File: src/rtl/ip_rx_serializer_pkg.sv
// Shared constants for the IP receive serializer: FSM encoding, prefix length
// and header sanity limits.
package ip_rx_serializer_pkg;

  typedef logic [1:0] state_t;

  localparam state_t ST_IDLE    = 2'd0;
  localparam state_t ST_PREFIX  = 2'd1;
  localparam state_t ST_PAYLOAD = 2'd2;
  localparam state_t ST_DRAIN   = 2'd3;

  localparam int         PREFIX_LEN = 12;
  localparam int         MF_BIT     = 0;
  localparam logic [3:0] MIN_IHL    = 4'd5;

  // Payload length = total length minus header length (IHL counts 32-bit words).
  function automatic logic [15:0] payload_len(input logic [15:0] length,
                                              input logic [3:0]  ihl);
    return length - {10'd0, ihl, 2'b00};
  endfunction

endpackage

File: src/rtl/ip_rx_serializer.sv
// Turns an IP header plus AXIS payload into a byte stream for an external FIFO:
// a 12-byte metadata prefix followed by the IP payload, Ethernet padding removed.
//
// state   | meaning
// IDLE    | waiting for a header; only state with rx_hdr_ready=1
// PREFIX  | emitting the 12 prefix bytes, payload held off
// PAYLOAD | passing payload bytes through while remaining > 0
// DRAIN   | discarding beats up to tlast (padding or dropped packet)
module ip_rx_serializer
  import ip_rx_serializer_pkg::*;
#(
  parameter bit         FILTER_EN    = 1'b1,
  parameter logic [7:0] FILTER_PROTO = 8'd17
) (
  input  logic        clk,
  input  logic        rst,
  input  logic        rx_hdr_valid,
  output logic        rx_hdr_ready,
  input  logic [3:0]  rx_ip_ihl,
  input  logic [15:0] rx_ip_length,
  input  logic [2:0]  rx_ip_flags,
  input  logic [12:0] rx_ip_fragment_offset,
  input  logic [7:0]  rx_ip_ttl,
  input  logic [7:0]  rx_ip_protocol,
  input  logic [31:0] rx_ip_source_ip,
  input  logic [31:0] rx_ip_dest_ip,
  input  logic [7:0]  rx_payload_tdata,
  input  logic        rx_payload_tvalid,
  output logic        rx_payload_tready,
  input  logic        rx_payload_tlast,
  output logic [7:0]  dout_din,
  output logic        dout_write,
  input  logic        dout_full_n,
  output logic [15:0] pkt_count,
  output logic [15:0] drop_count
);

  localparam logic [3:0] LAST_IDX = 4'(PREFIX_LEN - 1);

  state_t      state;
  logic [3:0]  idx;
  logic [15:0] remaining;
  logic [15:0] plen_q;
  logic [7:0]  proto_q;
  logic [7:0]  ttl_q;
  logic [31:0] src_q;
  logic [31:0] dst_q;

  logic        hdr_accept;
  logic        hdr_drop;
  logic [7:0]  prefix_byte;
  logic        flags_unused;

  assign flags_unused = ^rx_ip_flags[2:1];

  assign rx_hdr_ready = (state == ST_IDLE);
  assign hdr_accept   = rx_hdr_valid & rx_hdr_ready;

  assign hdr_drop = (rx_ip_ihl < MIN_IHL)
                  | (rx_ip_length < {10'd0, rx_ip_ihl, 2'b00})
                  | rx_ip_flags[MF_BIT]
                  | (rx_ip_fragment_offset != 13'd0)
                  | (FILTER_EN && (rx_ip_protocol != FILTER_PROTO));

  always_comb begin
    case (idx)
      4'd0:    prefix_byte = plen_q[15:8];
      4'd1:    prefix_byte = plen_q[7:0];
      4'd2:    prefix_byte = proto_q;
      4'd3:    prefix_byte = ttl_q;
      4'd4:    prefix_byte = src_q[31:24];
      4'd5:    prefix_byte = src_q[23:16];
      4'd6:    prefix_byte = src_q[15:8];
      4'd7:    prefix_byte = src_q[7:0];
      4'd8:    prefix_byte = dst_q[31:24];
      4'd9:    prefix_byte = dst_q[23:16];
      4'd10:   prefix_byte = dst_q[15:8];
      4'd11:   prefix_byte = dst_q[7:0];
      default: prefix_byte = 8'h00;
    endcase
  end

  always_comb begin
    rx_payload_tready = 1'b0;
    dout_write        = 1'b0;
    dout_din          = 8'h00;
    case (state)
      ST_PREFIX: begin
        dout_write = dout_full_n;
        dout_din   = prefix_byte;
      end
      ST_PAYLOAD: begin
        rx_payload_tready = dout_full_n;
        dout_write        = rx_payload_tvalid & dout_full_n;
        dout_din          = rx_payload_tdata;
      end
      ST_DRAIN: rx_payload_tready = 1'b1;
      default: ;
    endcase
  end

  always_ff @(posedge clk or posedge rst) begin
    if (rst) begin
      state      <= ST_IDLE;
      idx        <= 4'd0;
      remaining  <= 16'd0;
      plen_q     <= 16'd0;
      proto_q    <= 8'd0;
      ttl_q      <= 8'd0;
      src_q      <= 32'd0;
      dst_q      <= 32'd0;
      pkt_count  <= 16'd0;
      drop_count <= 16'd0;
    end else begin
      case (state)
        ST_IDLE: begin
          if (hdr_accept) begin
            plen_q    <= payload_len(rx_ip_length, rx_ip_ihl);
            remaining <= payload_len(rx_ip_length, rx_ip_ihl);
            proto_q   <= rx_ip_protocol;
            ttl_q     <= rx_ip_ttl;
            src_q     <= rx_ip_source_ip;
            dst_q     <= rx_ip_dest_ip;
            idx       <= 4'd0;
            if (hdr_drop) begin
              state      <= ST_DRAIN;
              drop_count <= drop_count + 16'd1;
            end else begin
              state <= ST_PREFIX;
            end
          end
        end
        ST_PREFIX: begin
          if (dout_full_n) begin
            if (idx == LAST_IDX) begin
              idx       <= 4'd0;
              pkt_count <= pkt_count + 16'd1;
              state     <= (plen_q != 16'd0) ? ST_PAYLOAD : ST_DRAIN;
            end else begin
              idx <= idx + 4'd1;
            end
          end
        end
        ST_PAYLOAD: begin
          if (dout_write) begin
            remaining <= remaining - 16'd1;
            // Last IP byte without tlast means Ethernet padding still follows.
            if (remaining == 16'd1)
              state <= rx_payload_tlast ? ST_IDLE : ST_DRAIN;
            else if (rx_payload_tlast)
              state <= ST_IDLE;
          end
        end
        ST_DRAIN: begin
          if (rx_payload_tvalid && rx_payload_tlast)
            state <= ST_IDLE;
        end
        default: state <= ST_IDLE;
      endcase
    end
  end

endmodule

File: config.mk
export PLATFORM = sky130hd
export DESIGN_NAME = ip_rx_serializer
export DESIGN_NICKNAME = d
export VERILOG_FILES = /design/src/rtl/ip_rx_serializer_pkg.sv /design/src/rtl/ip_rx_serializer.sv
export SDC_FILE = /design/constraint.sdc
export NUM_CORES = 1
export LEC_CHECK = 0
export BUFFER_PORTS_ARGS = -buffer_cell sky130_fd_sc_hd__buf_2
export CORE_MARGIN = 4
export CORE_UTILIZATION = 51
export CTS_CLUSTER_SIZE = 14
export DETAILED_ROUTE_END_ITERATION = 10
export PLACE_DENSITY = 0.83
export SLEW_MARGIN = 20
export SYNTH_ARGS = -nofsm -noshare
export SYNTH_HDL_FRONTEND = slang
export SYNTH_SLANG_ARGS = --single-unit
File: constraint.sdc
create_clock -name clk -period 6.1 [get_ports clk]
set_input_delay 0.915 -clock clk [delete_from_list [all_inputs] [get_ports clk]]
set_output_delay 0.915 -clock clk [all_outputs]
set_load 0.02 [all_outputs]
# Word-level counts from Yosys, hierarchy flattened
# Cells that the tools add are included.
[word_totals]
ff_bits = 150
input_bits = 130
output_inout_bits = 43
elab_cells = 80
[op_classes]
addsub = 5
n_lt_le_gt_ge = 2
eq_ne = 22
n_mux = 22
n_bitwise = 6
reduce_logical = 13
[ops]
columns = ["op", "n"]
rows = [
  ["case mux 8 bit (12 select lines)", 1],
  ["adder 16 x 1 -> 16 bit, second input constant", 2],
  ["2-to-1 mux 16 bit", 2],
  ["case mux 16 bit (2 select lines)", 1],
  ["2-to-1 mux 2 bit", 9],
  ["equality test 16 x 1 -> 1 bit, second input constant", 1],
  ["equality test 4 x 3 -> 1 bit, second input constant", 4],
  ["equality test 4 bit, second input constant", 4],
  ["less-than comparator 16 x 6 -> 1 bit", 1],
  ["case mux 8 bit (2 select lines)", 1],
  ["nonzero test 16 bit", 1],
  ["subtractor 16 x 1 -> 16 bit, second input constant", 1],
  ["subtractor 16 x 6 -> 16 bit", 1],
  ["nonzero test 13 bit", 1],
  ["2-to-1 mux 4 bit", 3],
  ["AND reduction 3 bit", 4],
  ["equality test 4 x 2 -> 1 bit, second input constant", 2],
  ["!= test 2 bit, second input constant", 4],
  ["!= test 8 x 5 -> 1 bit, second input constant", 1],
  ["case mux 2 bit (4 select lines)", 1],
  ["case mux 4 bit (2 select lines)", 1],
  ["AND reduction 6 bit", 1],
  ["adder 4 x 1 -> 4 bit, second input constant", 1],
  ["equality test 2 bit, second input constant", 2],
  ["14 further kinds", 20],
]

# Depth between registers and ports, before layout
# Gate-level depths: netlist of the first run.
[logic_depth]
depth_word = 8
depth_mapped = 11
depth_no_buf = 10

# Least setup slack after synthesis of the first run
# No wires, ideal clock.
[synth_path]
path_kind = "reg-to-output"
start = "reg idx[0]"
end = "out dout_din[1]"
arrival_time_ps = 2102
path_slack_ps = 3083
stages_incl_launch_ff = 9
cell_sequence = "dfrtp_1 -> inv_1 -> ha_1 -> clkbuf_1 -> buf_1 -> a22oi_1 -> a31oi_1 -> a21oi_1 -> o21ai_0"
[synth_between]
elab_chain_len = 3
[synth_lines]
columns = ["item", "line_no", "rtl"]
rows = [
  ["start: declaration", "ip_rx_serializer.sv:41", "logic [3:0] idx;"],
  ["start signal: assignment", "ip_rx_serializer.sv:140", "idx <= idx + 4'd1;"],
  ["equality test 4 bit, or another cell as far along", "ip_rx_serializer.sv:66", "case (idx)"],
  ["case mux 8 bit (12 select lines) (*)", "ip_rx_serializer.sv:66", ""],
  ["case mux 8 bit (2 select lines) (*)", "ip_rx_serializer.sv:87", "case (state)"],
  ["end: declaration", "ip_rx_serializer.sv:31", "output logic [7:0] dout_din,"],
]
# Every way passes the cells marked *; elsewhere a longest branch is shown, timed or not.

# Final worst setup path of the first run
[layout_path]
start = "reg idx[0]"
end = "out dout_din[7]"
# The elaborated chain is that of the path after synthesis.

==> flow_summary.yaml, run 1 <==
power:
  vdd.ir_drop.worst_uv: 297
  pwr_dens_nw_per_um2: 479
  power.static_leakage_nw: 4.18
cts:
  cts_made_buffers: 17
  cts_resized: 0
  root_buffer: "clkbuf_16"
  clk-insertion-delay-late_ns: 0.43
  worst_setup_hold_path_clk_slew_ns: 0.06
  tritoncts_num_sinks: 150
  cts-hold-fix-buffers: 0
  cts_buffer_depth: 2
  ctsHtreeMaxLevel: 4
  tritoncts: "yes"
  cts_setup_buffers: 0
yosys:
  synth_async_sr_flop_share_pct: 100
  yosys_warnings: 0
  ys_ff_latch: 150
  synth_edf_count: 0
  netlist_area_sq_um: 7600
  netlist-cell-type-count: 55
  syn-num-nets: 851
  ys_seq_area_share_pct: 49.4
  post_synth.cell_area_avg_sq_um: 10.8
  post_synth_inst_count: 704
  postSynth.topFlopCell: "dfrtp_1"
placed_design:
  dp_hpwl_mm: 13.8
  globalplace.congestion: 0.878
  count_of_input_and_output_buffers: 170
  post-place-ws_ns: 2.51
timing:
  final.setup_skew_ns: 0.00915
  timing.final.ws_setup_ns: 2.10
  period_share_pct: 65.5
  fmax_mhz: 250
  final_max_slew_viol_count: 0
  grt_setup_unrepaired: "no"
  final.hold.worst_slack_ns: 0.481
  timing.final.crit_period_ns: 4.00
  worst-slew-pin-transition_ns: 1.03
  finalSetupViolCount: 0
  tns_ns: 0
  max_slew_margin_pct: 31.0
  final_hold_viol_count: 0
setup_path:
  cpLargestDelayFamily: "adder cells"
  critPathArrivalTime_ns: 3.08
  critical_path_source_type: "flop"
  setup.worst_path.class: "reg -> out"
  worstSetupEndpointType: "output pin"
  max_fo_critical_path: 23
  worst-path-buf-inv: 2
  timing.critical_path.slowest_cell_delay_ns: 0.85
  slowest_stage: "ha_1"
  cells_along_the_critical_path: "inv_1, ha_1, or4_1, nand4_1, a31oi_1, a32o_1, buf_2"
  critPathRequiredTime_ns: 5.18
global_route:
  antenna_violations_before_repair: 0
  grt_overflow_total: 0
  pin_count_of_the_biggest_net_entering_global_routing: 87
  grt_use_total_pct: 23.3
  first_pass_grt_wire_length_mm: 30.6
  grt_pass1_vias: 5909
routing:
  drtAntennaViolNets: 0
  dr_total_vias: 6193
  routed_wl_mm: 19.4
  post_drt_via_cell_ratio: 5.85
  initialDrtViolationCount: 554
  post_detailed_route_drc_marker_count: 0
  firstDrtPassIters: 6
  dr_wl_cell_um: 18.3
floorplan:
  floorplan.initialDensity_pct: 52.1
  placementRows: 44
  io_pins: 173
  die-width_um: 130
  die_height_um: 130
  core_footprint_sq_um: 14600
  fp.dieArea_sq_um: 16900
flow_run:
  max_cap_viol_count: 0
layout:
  areaGrowthSynthToFinish_pct: 20.7
  post_route_cells_drive_above_1_share_pct: 35.1
  final.fill_count: 1139
  final_nets: 1009
  antenna-diode-count: 0
hold_path:
  min_path_type: "reg -> reg"
status:
  run_status: "finished clean"
[placed cells by master, fill, tap and decap left out, types with 5 or more instances in the layout]
master and count:
buf_2 170, dfrtp_1 150, mux2_2 87, nand2_1 67, o21ai_0 49, xnor2_1 32
nor2_1 29, a21oi_1 22, nand3_1 20, a22oi_1 20, inv_1 17, clkbuf_16 17
ha_1 16, nand4_1 15, nor3_1 14, nor4_1 13, and3_1 11, xor2_1 8
a222oi_1 8, nand3_2 7, a31oi_1 7, or3_1 5, a22o_1 5, mux2i_1 5
[cells by family (layout without fill, tap and decap cells)]
| group | after synthesis | after routing | share of synthesized area [%] |
|---|---|---|---|
| multiplexers | 94 | 94 | 13.8 |
| flip-flops | 150 | 150 | 49.4 |
| adder cells (fa/ha/maj) | 17 | 17 | 2.90 |
| AO/OA/AOI/OAI | 142 | 142 | 12.2 |
| AND/OR/NAND/NOR | 207 | 207 | 14.2 |
| buffers and inverters | 53 | 224 | 2.72 |
| XOR/XNOR | 41 | 41 | 4.82 |
[worst register-to-register path: cells and delay by family, from the launching register on]
kind                       cells  cell delay (ns)
adders and majority gates      1             0.69
buffers and inverters          2             0.54
and+or+nand+nor                3             1.37
DFF                            1             0.40
AOI/OAI and AO/OA              2             0.17
[cell usage after synthesis, types with 3 or more instances]
cell type / number / area share [%]
xor2_1: 8 / 0.92
nor2b_1: 4 / 0.33
nand2b_1: 4 / 0.33
a211oi_1: 3 / 0.30
dfrtp_1: 150 / 49
o21a_1: 4 / 0.40
nand2_1: 67 / 3.3
clkbuf_1: 32 / 1.6
and2_1: 5 / 0.41
a31oi_1: 7 / 0.58
inv_1: 18 / 0.89
nor4_1: 13 / 1.1
o21ai_0: 49 / 3.2
nor4b_1: 3 / 0.35
o22ai_1: 4 / 0.33
a22oi_1: 20 / 2.0
ha_1: 16 / 2.6
or3_1: 5 / 0.41
o221ai_1: 4 / 0.46
a22o_1: 5 / 0.58
a221oi_1: 3 / 0.35
nand3_2: 7 / 0.92
xnor2_1: 32 / 3.7
nand3_1: 20 / 1.3
nand4_1: 15 / 1.2
nor2_1: 29 / 1.4
and3_1: 11 / 0.91
a21oi_1: 22 / 1.4
mux2_2: 87 / 13
nor3_1: 14 / 0.92
mux2i_1: 5 / 0.66
a222oi_1: 8 / 1.1
[registers in the layout, summed over array words and instances (netlist names), 4 cells and up]
| name | flops |
|---|---|
| idx | 4 |
| dst_q | 32 |
| src_q | 32 |
| ttl_q | 8 |
| drop_count | 16 |
| pkt_count | 16 |
| proto_q | 8 |
| plen_q | 16 |
| remaining | 16 |
[power by group]
part | total, W | internal [W] | switching [W]
clock | 0.00107 | 0.000615 | 0.000453
combinational | 0.00161 | 0.000724 | 0.000887
sequential | 0.00171 | 0.00140 | 0.000311
total | 0.00439 | 0.00274 | 0.00165
[final cells by class]
cell class / instances / area (sq um) / share of cell area [%]
Sequential cell: 150 / 3750 / 40.9
Multi-Input combinational cell: 501 / 3640 / 39.7
Timing Repair Buffer: 174 / 881 / 9.60
Clock buffer: 18 / 429 / 4.68
Tap cell: 184 / 230 / 2.51
Clock inverter: 14 / 166 / 1.81
Inverter: 18 / 72.6 / 0.791
[per-stage QoR]
step           cell area, sq um  util, %  cells  power, W
6_report                   9180     62.9   1059   0.00439
5_1_grt                    9180     62.9   1059   0.00467
4_1_cts                    9180     62.9   1059   0.00440
3_5_place_dp               8580     58.8   1027   0.00331
3_3_place_gp               8580     58.8   1027   0.00325
2_1_floorplan              7600        -    704   0.00285
[final timing paths]
kind | start | to | slack, ns | depth (start not counted)
worst max register to register | state[0]$_DFFE_PP0P_ | remaining[14]$_DFFE_PP0P_ | 2.84 | 8
min in group asynchronous | rst | plen_q[0]$_DFFE_PP0P_ | 0.61 | 2
worst min-delay path | drop_count[15]$_DFFE_PP0P_ | drop_count[15]$_DFFE_PP0P_ | 0.48 | 1
worst min register to register | drop_count[15]$_DFFE_PP0P_ | drop_count[15]$_DFFE_PP0P_ | 0.48 | 1
worst max-delay path | idx[0]$_DFFE_PP0P_ | dout_din[7] | 2.10 | 7
max in group asynchronous | rst | src_q[29]$_DFFE_PP0P_ | 4.20 | 3
[routing by layer]
layer / vias to the layer above / global-route usage, % / routed length, um
met2: 248 / 37.2 / 9290
met5: - / 0 / 0
met4: 0 / 6.97 / 302
li1: 2894 / - / -
met3: 28 / 5.94 / 1430
met1: 3023 / 31.6 / 8360
Power figures use the tool's default switching activity.
==> inputs of run 2 (changes only) <==
Settings changed: CORE_UTILIZATION 51 to 49.
Clock period 6.1 ns to 3.61 ns, I/O delays scaled along.
==> flow_summary.yaml, run 2 (synthesis gave the netlist of run 1 again) <==
status:
  run_status: "finished clean"
cts:
  cts_made_buffers: 17
  root_buffer: "clkbuf_16"
  cts_resized: 0
  cts-hold-fix-buffers: 0
  tritoncts: "yes"
  ctsHtreeMaxLevel: 4
  tritoncts_num_sinks: 150
  clk-insertion-delay-late_ns: 0.42
  cts_setup_buffers: 0
  worst_setup_hold_path_clk_slew_ns: 0.06
  cts_buffer_depth: 2
placed_design:
  count_of_input_and_output_buffers: 170
  dp_hpwl_mm: 14.5
  post-place-ws_ns: 0.415
  globalplace.congestion: 0.905
setup_path:
  r2r_slack_ns: 0.78
  cells_along_the_critical_path: "ha_1, buf_4, a222oi_1, a21oi_1, a311oi_1, o21ai_0, buf_2"
  slowest_stage: "ha_1"
  crit-reg2reg-launch: "idx[0]$_DFFE_PP0P_"
  critPathArrivalTime_ns: 2.77
  timing.critical_path.slowest_cell_delay_ns: 0.45
  r2r_cells: 8
  critPathRequiredTime_ns: 3.07
  setup.worst_path.class: "reg -> out"
  critical_path_source_type: "flop"
  worstSetupEndpointType: "output pin"
  max_fo_critical_path: 15
  capture_point_of_the_worst_reg_to_reg_path: "pkt_count[13]$_DFFE_PP0P_"
layout:
  areaGrowthSynthToFinish_pct: 21.6
  final_nets: 1020
  post_route_cells_drive_above_1_share_pct: 35.9
  reg.largest.list: "dst_q (32), src_q (32)"
  mostFrequentLayoutCell: "buf_2"
  layout_common_cells: "170 x buf_2, 150 x dfrtp_1, 87 x mux2_2, 67 x nand2_1, 49 x o21ai_0"
  antenna-diode-count: 0
power:
  intPower_w: 0.00453
  power_frac_comb_pct: 38.3
  power.clock.fraction_pct: 22.4
  switching_power_w: 0.00277
  switching_share_pct: 37.9
  pwr_dens_nw_per_um2: 790
  total_power_w: 0.00730
  power_frac_seq_pct: 39.3
  vdd.ir_drop.worst_uv: 502
  power.static_leakage_nw: 4.22
timing:
  timing.final.crit_period_ns: 3.31
  period_share_pct: 91.6
  finalSetupViolCount: 0
  timing.final.ws_setup_ns: 0.302
  worst-slew-pin-transition_ns: 0.912
  max_slew_margin_pct: 39.1
  grt_setup_unrepaired: "no"
  final_max_slew_viol_count: 0
  fmax_mhz: 302
  final_hold_viol_count: 0
  tns_ns: 0
  final.setup_skew_ns: 0.00723
floorplan:
  floorplan.initialDensity_pct: 50.0
  die_height_um: 133
  core_footprint_sq_um: 15200
  die-width_um: 133
  fp.dieArea_sq_um: 17600
  placementRows: 45
  io_pins: 173
flow_run:
  max_cap_viol_count: 0
global_route:
  grt_use_total_pct: 22.6
  antenna_violations_before_repair: 0
  grt_pass1_vias: 6079
  pin_count_of_the_biggest_net_entering_global_routing: 47
  grt_overflow_total: 0
  first_pass_grt_wire_length_mm: 31.8
routing:
  post_detailed_route_drc_marker_count: 0
  dr_wl_cell_um: 18.2
  firstDrtPassIters: 5
  initialDrtViolationCount: 585
  routed_wl_mm: 19.6
  post_drt_via_cell_ratio: 5.81
  dr_total_vias: 6236
  drtAntennaViolNets: 0
hold_path:
  min_path_type: "in -> async"
==> run 2: per-stage QoR <==
step / utilization [%] / hold WS [ns] / instances / instance area [sq um]
2_1_floorplan: - / 0.447 / 704 / 7610
3_5_place_dp: 57.3 / 0.458 / 1042 / 8710
4_1_cts: 60.8 / 0.316 / 1073 / 9250
5_1_grt: 60.8 / 0.341 / 1073 / 9250
6_report: 60.8 / 0.305 / 1073 / 9250
3_3_place_gp: 57.3 / 0.455 / 1042 / 8710
==> run 2: worst max path at each step <==
stage | start | endpoint | slack [ns] | cells past startpoint
final | idx[0]$_DFFE_PP0P_ | dout_din[6] | 0.30 | 7
after global routing | idx[1]$_DFFE_PP0P_ | dout_din[4] | 0.04 | 8
after CTS | idx[0]$_DFFE_PP0P_ | dout_din[4] | 0.29 | 8
after detailed placement | rx_ip_length[2] | drop_count[1]$_DFFE_PP0P_ | 0.41 | 10
after global placement | rx_ip_length[2] | drop_count[1]$_DFFE_PP0P_ | 0.42 | 10
after floorplan | idx[0]$_DFFE_PP0P_ | dout_din[1] | 0.97 | 8
==> run 2: cell type report <==
type	count	area (sq um)
Clock buffer	17	425
Clock inverter	14	116
Fill cell	1276	5950
Inverter	18	71.3
Multi-Input combinational cell	501	3640
Sequential cell	150	3750
Tap cell	188	235
Timing Repair Buffer	185	1000
==> run 2: layer usage <==
layer	wire, um	track usage, %	vias up	share of wire, %
met4	358	6.52	0	1.8
met3	1340	5.74	25	6.8
met1	8490	30.4	3056	43
li1	-	-	2909	-
met2	9380	36.3	246	48
met5	0	0	-	0
==> run 2: worst max-delay path, delay by kind of cell (launching register included) <==
| kind | cells | cell delay, ns |
|---|---|---|
| AO/OA/AOI/OAI | 4 | 0.99 |
| flip-flops | 1 | 0.44 |
| buffers and inverters | 2 | 0.46 |
| adder cells (fa/ha/maj) | 1 | 0.45 |
==> run 2: power by group through the flow <==
stage                     Sequential, W  Clock (W)  Combinational [W]
after detailed placement        0.00288          0            0.00278
final                           0.00287    0.00163            0.00279
after floorplan                 0.00275          0            0.00206
after global placement          0.00284          0            0.00269
after global routing            0.00295    0.00174            0.00310
after CTS                       0.00286    0.00166            0.00280
==> inputs of run 3 (changes only) <==
Settings changed: CORE_UTILIZATION 49 to 51.
Clock period 3.61 ns to 3.6 ns, I/O delays scaled along.
==> flow_summary.yaml, run 3 (synthesis gave the netlist of run 1 again) <==
routing:
  drtAntennaViolNets: 0
  dr_total_vias: 6237
  post_drt_via_cell_ratio: 5.83
  initialDrtViolationCount: 531
  post_detailed_route_drc_marker_count: 0
  firstDrtPassIters: 6
  dr_wl_cell_um: 18.4
  routed_wl_mm: 19.7
setup_path:
  r2r_cells: 6
  max_fo_critical_path: 10
  critPathRequiredTime_ns: 3.06
  critPathArrivalTime_ns: 2.89
  setup.worst_path.class: "reg -> out"
  worstSetupEndpointType: "output pin"
  critical_path_source_type: "flop"
placed_design:
  dp_hpwl_mm: 14.3
  count_of_input_and_output_buffers: 170
  post-place-cells: 1036
  globalplace.congestion: 0.914
flow_run:
  max_cap_viol_count: 0
timing:
  timing.final.crit_period_ns: 3.43
  tns_ns: 0
  final_max_slew_viol_count: 0
  final.hold.worst_slack_ns: 0.339
  grt_setup_unrepaired: "no"
  final_hold_viol_count: 0
  finalSetupViolCount: 0
  max_slew_margin_pct: 45.3
  final.setup_skew_ns: 0.00648
  fmax_mhz: 291
  worst-slew-pin-transition_ns: 0.816
  period_share_pct: 95.3
floorplan:
  placementRows: 44
  core_footprint_sq_um: 14600
  floorplan.initialDensity_pct: 52.1
  io_pins: 173
  die_height_um: 130
  fp.dieArea_sq_um: 16900
  die-width_um: 130
cts:
  tritoncts: "yes"
  worst_setup_hold_path_clk_slew_ns: 0.06
  cts_resized: 0
  cts_buffer_depth: 2
  cts_made_buffers: 17
  ctsHtreeMaxLevel: 4
  clk-insertion-delay-late_ns: 0.42
  cts_setup_buffers: 0
  root_buffer: "clkbuf_16"
  cts-hold-fix-buffers: 0
  tritoncts_num_sinks: 150
layout:
  mostFrequentLayoutCell: "buf_2"
  areaGrowthSynthToFinish_pct: 21.9
  post_route_cells_drive_above_1_share_pct: 35.7
  layout_utilization_pct: 63.5
  post_layout_nonfiller_instances: 1069
  reg.largest.list: "dst_q (32), src_q (32)"
  final.fill_count: 1162
  multiInputGateArea_sq_um: 3640
  final_nets: 1018
  layout_common_cells: "170 x buf_2, 150 x dfrtp_1, 87 x mux2_2, 67 x nand2_1, 49 x o21ai_0"
  ff_latch_area_sq_um: 3750
global_route:
  first_pass_grt_wire_length_mm: 31.0
  grt_overflow_total: 0
  grt_pass1_vias: 6098
  antenna_violations_before_repair: 0
  pin_count_of_the_biggest_net_entering_global_routing: 151
  grt_use_total_pct: 23.5
power:
  pwr_dens_nw_per_um2: 811
  vdd.ir_drop.worst_uv: 526
  total_power_w: 0.00751
  power.static_leakage_nw: 4.24
status:
  run_status: "finished clean"
hold_path:
  min_path_type: "in -> async"
run 3: cell types whose count changed in the layout (fill, tap and decap cells not counted), sizes merged:
cell / change
clkbuf: +1
inv: -7
clkinvlp: -2
diode: +2
clkinv: +5
buf: -2
bufinv: +3
run 3: cell type report:
type | instances | area share [%]
Antenna cell | 2 | 0.0540
Clock buffer | 18 | 4.63
Clock inverter | 13 | 1.70
Inverter | 18 | 0.770
Multi-Input combinational cell | 501 | 39.3
Sequential cell | 150 | 40.5
Tap cell | 184 | 2.48
Timing Repair Buffer | 183 | 10.5
run 3: path summary, 6_finish.rpt:
path,from,to,slack (ns)
max in group asynchronous,rst,remaining[0]$_DFFE_PP0P_,2.65
max,idx[0]$_DFFE_PP0P_,dout_din[7],0.17
min in group clk,rx_ip_ttl[6],ttl_q[6]$_DFFE_PP0P_,0.35
max reg2reg,state[0]$_DFFE_PP0P_,remaining[2]$_DFFE_PP0P_,1.09
min,rst,remaining[3]$_DFFE_PP0P_,0.34
min reg2reg,pkt_count[15]$_DFFE_PP0P_,pkt_count[15]$_DFFE_PP0P_,0.47
run 3: through the flow:
step,instance area [sq um],worst slack (ns)
5_1_grt,9260,0.0365
6_report,9270,0.169
2_1_floorplan,7610,0.958
3_3_place_gp,8670,0.543
4_1_cts,9260,0.204
3_5_place_dp,8670,0.505
run 3: where the power goes:
part           leakage (nW)  internal (W)  switching, W
registers              1.85       0.00238      0.000515
logic                  2.09       0.00128       0.00156
clock network         0.290       0.00108      0.000688
total                  4.24       0.00475       0.00277
run 3: critical path, cell delays in order, from the launching register on:
cell and delay (ns):
dfrtp_1 0.44, inv_1 0.11, ha_1 0.33, buf_4 0.24, or4_1 0.52, nand4_1 0.31, a31oi_1 0.07, a32o_1 0.29
buf_2 0.17
run 3: routing by layer:
metal	vias to the layer above	track usage [%]	wire, um
li1	2906	-	-
met5	-	0	0
met4	0	8.68	449
met3	33	5.28	1400
met1	3062	31.3	8490
met2	236	37.9	9370
